File: src/rtl/fetch_stage.sv
// fetch_stage: instruction-fetch stage and producer side of the Pipe1 register.
//
// Owns the PC, runs a req/ack handshake to instruction memory, and drives the
// Pipe1 values (toPipe1PC / toPipe1IR / toPipe1Valid) consumed by decode.
// Handles stall (one-entry hold buffer), flush/redirect (with a drop flag for
// an in-flight request) and, optionally, LM/SM expansion into LW/SW micro-ops.
//
// Configuration macro: LMSM_EXPAND_EN
//   defined   - LM/SM words are expanded one micro-op per Pipe1 cycle.
//   undefined - LM/SM pass through unchanged, lmsm_busy is tied to 0.
//
// Ports:
//   clk, reset           clock, asynchronous active-high reset
//   imem_addr/imem_req   fetch address and request to instruction memory
//   imem_ack/imem_data   memory response (ack may coincide with req)
//   stall                decode cannot accept; Pipe1 holds
//   redirect_en/_pc      downstream control transfer and its target
//   toPipe1PC/IR/Valid   Pipe1 register contents
//   lmsm_busy            high while LM/SM micro-ops are being emitted
module fetch_stage #(
  parameter logic [15:0] RESET_PC = 16'h0000
) (
  input  logic        clk,
  input  logic        reset,
  output logic [15:0] imem_addr,
  output logic        imem_req,
  input  logic        imem_ack,
  input  logic [15:0] imem_data,
  input  logic        stall,
  input  logic        redirect_en,
  input  logic [15:0] redirect_pc,
  output logic [15:0] toPipe1PC,
  output logic [15:0] toPipe1IR,
  output logic        toPipe1Valid,
  output logic        lmsm_busy
);

  logic [15:0] pc_q, pc_d;
  logic [15:0] p_pc_q, p_pc_d;
  logic [15:0] p_ir_q, p_ir_d;
  logic        p_valid_q, p_valid_d;
  logic        hold_valid_q, hold_valid_d;
  logic [15:0] hold_pc_q, hold_pc_d;
  logic [15:0] hold_ir_q, hold_ir_d;
  logic        drop_q, drop_d;
  logic [15:0] drop_addr_q, drop_addr_d;
  logic        active_q;   // first cycle after reset keeps req low
  logic        in_expand;
  logic        ack_eff;
  logic        acc_en;
  logic [15:0] acc_word;
  logic [15:0] acc_pc;

`ifdef LMSM_EXPAND_EN
  typedef enum logic {S_FETCH, S_EXPAND} state_t;
  state_t      state_q, state_d;
  logic [7:0]  ex_list_q, ex_list_d;
  logic [2:0]  ex_cnt_q, ex_cnt_d;
  logic [2:0]  ex_ra_q, ex_ra_d;
  logic        ex_sm_q, ex_sm_d;
  logic        start_expand, finish_expand;
  logic [7:0]  rem;

  function automatic logic [2:0] lowest_idx(input logic [7:0] l);
    lowest_idx = 3'd0;
    for (int k = 7; k >= 0; k--) begin
      if (l[k]) lowest_idx = 3'(k);
    end
  endfunction

  function automatic logic [15:0] micro_op(input logic sm, input logic [2:0] idx,
                                           input logic [2:0] ra, input logic [2:0] cnt);
    micro_op = {(sm ? 4'b0101 : 4'b0100), idx, ra, 3'b000, cnt};
  endfunction

  // State register
  always_ff @(posedge clk or posedge reset) begin
    if (reset) state_q <= S_FETCH;
    else       state_q <= state_d;
  end

  // Next-state logic: redirect always aborts an expansion
  always_comb begin
    state_d = state_q;
    case (state_q)
      S_FETCH:  if (!redirect_en && start_expand) state_d = S_EXPAND;
      S_EXPAND: if (redirect_en || finish_expand) state_d = S_FETCH;
      default:  state_d = S_FETCH;
    endcase
  end

  assign in_expand = (state_q == S_EXPAND);

  always_ff @(posedge clk or posedge reset) begin
    if (reset) begin
      ex_list_q <= 8'd0;
      ex_cnt_q  <= 3'd0;
      ex_ra_q   <= 3'd0;
      ex_sm_q   <= 1'b0;
    end else begin
      ex_list_q <= ex_list_d;
      ex_cnt_q  <= ex_cnt_d;
      ex_ra_q   <= ex_ra_d;
      ex_sm_q   <= ex_sm_d;
    end
  end
`else
  assign in_expand = 1'b0;
`endif

  // Output logic
  always_comb begin
    // While a dropped request is still in flight the address must not move,
    // even though the PC already holds the redirect target.
    imem_addr = drop_q ? drop_addr_q : pc_q;
    imem_req  = active_q && !in_expand && !hold_valid_q;
`ifdef LMSM_EXPAND_EN
    lmsm_busy = in_expand;
`else
    lmsm_busy = 1'b0;
`endif
  end

  // An ack only counts against a live request.
  assign ack_eff = imem_ack && imem_req;

  always_comb begin
    pc_d         = pc_q;
    p_pc_d       = p_pc_q;
    p_ir_d       = p_ir_q;
    p_valid_d    = p_valid_q;
    hold_valid_d = hold_valid_q;
    hold_pc_d    = hold_pc_q;
    hold_ir_d    = hold_ir_q;
    drop_d       = drop_q;
    drop_addr_d  = drop_addr_q;
    acc_en       = 1'b0;
    acc_word     = imem_data;
    acc_pc       = pc_q;
`ifdef LMSM_EXPAND_EN
    ex_list_d     = ex_list_q;
    ex_cnt_d      = ex_cnt_q;
    ex_ra_d       = ex_ra_q;
    ex_sm_d       = ex_sm_q;
    start_expand  = 1'b0;
    finish_expand = 1'b0;
    rem           = 8'd0;
`endif

    if (redirect_en) begin
      p_valid_d    = 1'b0;
      hold_valid_d = 1'b0;
      pc_d         = redirect_pc;
      // A request without its ack yet must finish at the old address and be
      // thrown away; an ack arriving now is simply discarded.
      drop_d = imem_req && !imem_ack;
      if (imem_req && !imem_ack && !drop_q) drop_addr_d = imem_addr;
    end else if (drop_q) begin
      if (ack_eff) drop_d = 1'b0;
      if (!stall) p_valid_d = 1'b0;
`ifdef LMSM_EXPAND_EN
    end else if (in_expand) begin
      if (!stall) begin
        p_pc_d    = pc_q;
        p_valid_d = 1'b1;
        p_ir_d    = micro_op(ex_sm_q, lowest_idx(ex_list_q), ex_ra_q, ex_cnt_q);
        ex_list_d = ex_list_q & (ex_list_q - 8'd1);
        ex_cnt_d  = ex_cnt_q + 3'd1;
        if (ex_list_d == 8'd0) begin
          finish_expand = 1'b1;
          pc_d          = pc_q + 16'd1;
        end
      end
`endif
    end else if (hold_valid_q) begin
      if (!stall) begin
        acc_en       = 1'b1;
        acc_word     = hold_ir_q;
        acc_pc       = hold_pc_q;
        hold_valid_d = 1'b0;
      end
    end else if (ack_eff) begin
      if (stall) begin
        hold_valid_d = 1'b1;
        hold_pc_d    = pc_q;
        hold_ir_d    = imem_data;
      end else begin
        acc_en = 1'b1;
      end
    end else if (!stall) begin
      p_valid_d = 1'b0;
    end

    if (acc_en) begin
      p_pc_d    = acc_pc;
      p_ir_d    = acc_word;
      p_valid_d = 1'b1;
      pc_d      = acc_pc + 16'd1;
`ifdef LMSM_EXPAND_EN
      if (acc_word[15:13] == 3'b011) begin
        if (acc_word[7:0] == 8'd0) begin
          p_valid_d = 1'b0;   // empty list: one bubble, then move on
        end else begin
          p_ir_d = micro_op(acc_word[12], lowest_idx(acc_word[7:0]), acc_word[11:9], 3'd0);
          rem    = acc_word[7:0] & (acc_word[7:0] - 8'd1);
          if (rem != 8'd0) begin
            // PC stays on the parent until the last micro-op leaves
            pc_d         = acc_pc;
            start_expand = 1'b1;
            ex_list_d    = rem;
            ex_cnt_d     = 3'd1;
            ex_ra_d      = acc_word[11:9];
            ex_sm_d      = acc_word[12];
          end
        end
      end
`endif
    end
  end

  always_ff @(posedge clk or posedge reset) begin
    if (reset) begin
      pc_q         <= RESET_PC;
      p_pc_q       <= 16'd0;
      p_ir_q       <= 16'd0;
      p_valid_q    <= 1'b0;
      hold_valid_q <= 1'b0;
      hold_pc_q    <= 16'd0;
      hold_ir_q    <= 16'd0;
      drop_q       <= 1'b0;
      drop_addr_q  <= 16'd0;
      active_q     <= 1'b0;
    end else begin
      pc_q         <= pc_d;
      p_pc_q       <= p_pc_d;
      p_ir_q       <= p_ir_d;
      p_valid_q    <= p_valid_d;
      hold_valid_q <= hold_valid_d;
      hold_pc_q    <= hold_pc_d;
      hold_ir_q    <= hold_ir_d;
      drop_q       <= drop_d;
      drop_addr_q  <= drop_addr_d;
      active_q     <= 1'b1;
    end
  end

  assign toPipe1PC    = p_pc_q;
  assign toPipe1IR    = p_ir_q;
  assign toPipe1Valid = p_valid_q;

endmodule

File: config.mk
export PLATFORM = sky130hd
export DESIGN_NAME = fetch_stage
export DESIGN_NICKNAME = d
export VERILOG_FILES = /design/src/rtl/fetch_stage.sv
export SDC_FILE = /design/constraint.sdc
export NUM_CORES = 1
export LEC_CHECK = 0
export ABC_CLOCK_PERIOD_IN_PS = 5700
export BUFFER_PORTS_ARGS = -buffer_cell sky130_fd_sc_hd__clkbuf_2
export CELL_PAD_IN_SITES_DETAIL_PLACEMENT = 1
export CELL_PAD_IN_SITES_GLOBAL_PLACEMENT = 1
export CORE_UTILIZATION = 47
export DETAILED_ROUTE_END_ITERATION = 10
export PLACE_DENSITY = 0.83
export SLEW_MARGIN = 20
export SYNTH_ARGS = -nofsm -noshare
export SYNTH_HDL_FRONTEND = slang
export SYNTH_SLANG_ARGS = --single-unit
File: constraint.sdc
create_clock -name clk -period 5.7 [get_ports clk]
set_input_delay 0.57 -clock clk [delete_from_list [all_inputs] [get_ports clk]]
set_output_delay 0.57 -clock clk [all_outputs]
set_load 0.01 [all_outputs]
==> results of run 1 <==
final cells by class:
class	count	area [um2]
Fill cell	1113	4279
Sequential cell	100	2502
Multi-Input combinational cell	312	2155
Timing Repair Buffer	91	467.9
Tap cell	133	166.4
Clock buffer	12	145.1
Clock inverter	4	120.1
Inverter	7	28.78
worst paths after layout:
| kind | endpoint | slack, ps | cells after the start | start |
|---|---|---|---|---|
| max | pc_q[8] | 2510 | 8 | drop_q |
| max in group asynchronous | pc_q[4] | 4300 | 3 | reset |
| min reg2reg | toPipe1PC[10] | 490 | 2 | toPipe1PC[10] |
| max reg2reg | pc_q[8] | 2510 | 8 | drop_q |
| min | drop_addr_q[7] | 180 | 2 | reset |
| min in group clk | toPipe1IR[0] | 430 | 3 | imem_data[0] |
metal layers:
layer  part of all wire  vias up  track usage
li1                   -     1739            -
met1               0.44     1968       0.3365
met2               0.52       73       0.4473
met3              0.029       17      0.03562
met4              0.014        0       0.1051
met5                  0        -            0
sequential cells by signal (all words and copies together) (netlist names):
signal / flops
toPipe1Valid: 1
active_q: 1
drop_addr_q: 16
drop_q: 1
toPipe1IR: 16
toPipe1PC: 16
hold_valid_q: 1
hold_ir_q: 16
pc_q: 16
hold_pc_q: 16
per-stage QoR:
stage          worst slack [ps]  cell area (um2)  utilization
5_1_grt                    2231             5585       0.5662
4_1_cts                    2521             5584       0.5661
2_1_floorplan              2511             4832            -
3_5_place_dp               2522             5319       0.5392
6_report                   2506             5585       0.5662
3_3_place_gp               2746             5319       0.5392
placed cells by master, fill, tap and decap left out, types with 3 or more instances in the layout:
| master | synthesis | final |
|---|---|---|
| a31oi_1 | 20 | 20 |
| buf_4 | 1 | 5 |
| and4_1 | 3 | 3 |
| nand2_1 | 66 | 66 |
| mux2_2 | 61 | 61 |
| nor2_1 | 32 | 32 |
| a211oi_1 | 3 | 3 |
| o22ai_1 | 13 | 13 |
| xnor2_1 | 9 | 9 |
| bufinv_16 | 0 | 4 |
| nand3_1 | 14 | 14 |
| nand4_1 | 6 | 6 |
| clkbuf_8 | 0 | 10 |
| xor2_1 | 3 | 3 |
| nor3_1 | 4 | 4 |
| clkbuf_2 | 0 | 86 |
| mux2i_1 | 12 | 12 |
| inv_1 | 6 | 5 |
| o21ai_0 | 17 | 17 |
| a21oi_1 | 15 | 15 |
| dfrtp_1 | 100 | 100 |
worst register-to-register path, cell delays in order (launching register included):
cell	delay (ps)
dfrtp_1	1050
or4b_4	690
nand2_1	170
nand2_1	110
ha_1	330
inv_1	130
a211oi_1	290
xor2_1	190
a21oi_1	90
cell families (layout without fill, tap and decap cells):
kind of cell             Yosys count  count (layout)  synth area share
flip-flops                       100             100            0.5179
adder cells (fa/ha/maj)            1               1          0.002589
multiplexers                      74              74            0.1701
XOR/XNOR                          12              12           0.02175
AND/OR/NAND/NOR                  140             140            0.1393
other                              2               2          0.001554
buffers and inverters             39             114           0.03884
AO/OA/AOI/OAI                     83              83            0.1080
power by group:
| group | internal (mW) | switching (mW) |
|---|---|---|
| combinational | 0.259 | 0.263 |
| sequential | 0.906 | 0.163 |
| clock | 0.349 | 0.249 |
==> out/metrics.yaml, run 1 <==
floorplan:
  die_area_um2: 10690
  die_x_um: 103.4
  ioPinCount: 88
  rows: 36
  die_y_um: 103.4
  core_um2: 9864
  start_util: 0.4899
synthesis:
  synth_nets: 489
  synth_cell_type_count: 49
  synthFlopType: "dfrtp_1"
  async_flop_share: 1.000
  synth_top_cell_area_share: 0.5179
  synth_cells: 451
  synth-edff-count: 0
  yosysSeqAreaShare: 0.5179
  yosys.area.top_type: "dfrtp_1"
  syn_area_um2: 4832
  avgSynthCellArea_um2: 10.71
  synth_seq_cells: 100
  synth_common_cells: "100 x dfrtp_1, 66 x nand2_1, 61 x mux2_2"
  synth_most_common_cell: "dfrtp_1"
  ys_warn_count: 0
  synthTopCellsByArea: "dfrtp_1 52%, mux2_2 14%, nand2_1 5.1%"
drt:
  firstDrtPassIters: 4
  wire_per_inst_um: 19.57
  route.detailed.drc: 0
  wirelength_um: 12900
  ant_nets: 0
  drt_iter0_drc: 126
  vias_per_cell: 5.762
  routed-via-count: 3797
timing:
  finClkSkew_ps: 9.016
  rsz0062_at_grt: "false"
  period_needed_ps: 3194
  fmax_mhz: 313.1
  finalHoldViolations: 0
  finalSetupViolations: 0
  tns_ps: 0
  timing.final.crit_share: 0.5603
  maxSlewViolCount: 0
  slew-limit-headroom: 0.2950
  whs_ps: 181.1
  worst_slew_pin_slew_ps: 1058
placed_design:
  io_buffers: 86
  post-dp-hpwl_um: 8665
  gp_congestion: 0.7968
  dp.cells: 643
grt:
  grt_pass1_wl_um: 20840
  antenna_found_initial: 0
  grt_max_degree: 66
  grt_pass1_vias: 4052
  track_usage: 0.2617
  overflow: 0
setup_path:
  cp_max_fo: 42
  worstPathCellList: "or4b_4, nand2_1, nand2_1, ha_1, inv_1, a211oi_1, xor2_1, a21oi_1"
  crit_required_ps: 5940
  path_common_cell: "nand2_1"
  cp_data_arrival_time_ps: 3430
  slowest_delay_ps: 1050
  crit_type: "reg -> reg"
  endpoint_kind: "register"
  slowest_stage: "dfrtp_1"
  crit_family: "flip-flops"
  start_kind: "register"
  critPathBufInv: 1
power:
  power_leakage_nw: 2.560
  finalPower_mw: 2.188
  ir_drop_uv: 193.5
  power_density_nw_per_um2: 391.7
cts:
  clkSlewWorstSetupHoldPaths_ps: 100
  cts.repair.resized: 0
  holdBufCountCts: 0
  insertion_delay_ps: 380
  post_cts_buffers: 0
  clk_path_buf_depth: 2
  cts_inserted_buffers: 9
  tritoncts_num_sinks: 100
  htreeDepth: 3
  cts_tree: "done"
  ctsRootBufferMaster: "clkbuf_8"
hold_path:
  hp-class: "in -> async"
layout:
  final_nets: 559
  antennaDiodeCount: 0
  areaGrowthSynthToFinish_pct: 15.59
  instances_no_fill: 659
  post_route_cells_drive_above_1_share: 0.3384
outcome:
  status: "finished, final reports clean"
job:
  drv_cap: 0
No activity file was read; power rests on OpenSTA's default activity.
==> run 2, diff against run 1 <==
ABC_CLOCK_PERIOD_IN_PS = 2800   (was 5700)
CORE_UTILIZATION = 39   (was 47)
PLACE_DENSITY = 0.73   (was 0.83)
clock period = 2.8 ns   (was 5.7 ns; I/O delays follow)
==> out/metrics.yaml, run 2 (synthesis gave the netlist of run 1 again) <==
outcome:
  status: "finished, final reports clean"
setup_path:
  endpoint_kind: "register"
  r2r_slack_ps: 570
  rr_startpoint: "drop_q"
  r2r_end: "pc_q[14]"
  reg2reg_depth: 6
  start_kind: "register"
  startpoint: "drop_q"
  cp-endpoint: "pc_q[14]"
  cp_data_arrival_time_ps: 2530
  crit_required_ps: 3090
  crit_type: "reg -> reg"
  cp_max_fo: 22
drt:
  route.detailed.drc: 0
  routed-via-count: 3823
  drt_iter0_drc: 166
  vias_per_cell: 5.446
  firstDrtPassIters: 4
  wire_per_inst_um: 18.51
  wirelength_um: 13000
  ant_nets: 0
layout:
  num-fill-cells: 1353
  final_common_cell: "dfrtp_1"
  antennaDiodeCount: 0
  final_nets: 567
  final_cell_mix: "100 x dfrtp_1, 86 x clkbuf_2, 66 x nand2_1, 61 x mux2_2, 32 x nor2_1"
  post_route_cells_drive_above_1_share: 0.3464
  areaGrowthSynthToFinish_pct: 18.59
timing:
  whs_ps: 56.98
  fmax_mhz: 447.5
  slew-limit-headroom: 0.5467
  rsz0062_at_grt: "false"
  period_needed_ps: 2235
  maxSlewViolCount: 0
  finalSetupViolations: 0
  timing.final.crit_share: 0.7980
  finClkSkew_ps: 6.856
  finalHoldViolations: 0
  tns_ps: 0
  worst_slew_pin_slew_ps: 673.7
placed_design:
  gp_congestion: 0.8393
  io_buffers: 86
  post-dp-hpwl_um: 8840
hold_path:
  hp-class: "in -> async"
floorplan:
  die_x_um: 113.3
  core_um2: 12060
  rows: 40
  die_y_um: 113.3
  die_area_um2: 12840
  ioPinCount: 88
  start_util: 0.4006
grt:
  overflow: 0
  track_usage: 0.2189
  grt_pass1_vias: 4106
  grt_max_degree: 101
  grt_pass1_wl_um: 21400
  antenna_found_initial: 0
cts:
  cts.repair.resized: 0
  insertion_delay_ps: 360
  holdBufCountCts: 0
  post_cts_buffers: 0
  clk_path_buf_depth: 2
  cts_inserted_buffers: 9
  cts_tree: "done"
  tritoncts_num_sinks: 100
  clkSlewWorstSetupHoldPaths_ps: 70
  ctsRootBufferMaster: "clkbuf_16"
  htreeDepth: 3
power:
  power_leakage_nw: 2.605
  power_density_nw_per_um2: 776.4
  ir_drop_uv: 422.9
job:
  drv_cap: 0
## run 2: cell count changes in the layout (fill, tap and decap cells not counted), moves of 2 or more
| cell | delta |
|---|---|
| clkbuf_8 | -8 |
| bufinv_16 | -4 |
| buf_12 | +2 |
| clkinvlp_4 | +2 |
| buf_4 | +6 |
| clkbuf_16 | +9 |
## run 2: worst min path at each step
stage	from	end	slack, ps
3_5_place_dp	drop_addr_q[2]	drop_addr_q[2]	470
5_1_grt	reset	hold_pc_q[9]	120
4_1_cts	reset	drop_q	100
6_report	reset	toPipe1Valid	60
2_1_floorplan	imem_ack	drop_q	370
3_3_place_gp	toPipe1PC[15]	toPipe1PC[15]	460
## run 2: layout make-up
cell class,instances,area [um2],share of cell area
Sequential cell,100,2502,0.4367
Multi-Input combinational cell,312,2153,0.3758
Timing Repair Buffer,99,553.0,0.09651
Clock buffer,13,260.3,0.04541
Tap cell,168,210.2,0.03668
Inverter,7,30.03,0.005240
Clock inverter,3,21.27,0.003712
## run 2: worst max-delay path, stage by stage (launching register included)
cell and delay, ps:
dfrtp_1 420, or4b_4 690, buf_4 270, nor4_2 300, o221ai_1 180, xnor2_1 150, a21oi_1 140
## run 2: metrics by stage
stage                 util  instance area [um2]  total power [mW]  setup WS, ps  std cells
CTS                 0.4751                 5731             4.497         551.8        702
floorplan                -                 4836             2.800         300.9        451
global placement    0.4518                 5449             3.188         457.9        686
detailed placement  0.4518                 5449             3.270         420.5        686
global route        0.4751                 5731             4.717         430.1        702
finish              0.4751                 5731             4.449         565.5        702
## run 2: layer usage
metal / GRT usage / vias up / part of all wire
met5: 0 / - / 0
met4: 0.07807 / 0 / 0.015
met3: 0.05892 / 14 / 0.048
met2: 0.3534 / 91 / 0.49
met1: 0.2833 / 1953 / 0.45
li1: - / 1765 / -
## run 2: report_power, final
| part | internal [mW] | switching [mW] | leakage, nW |
|---|---|---|---|
| logic | 0.536 | 0.538 | 1.29 |
| registers | 1.85 | 0.313 | 1.18 |
| clock network | 0.652 | 0.562 | 0.136 |
| total | 3.04 | 1.41 | 2.61 |
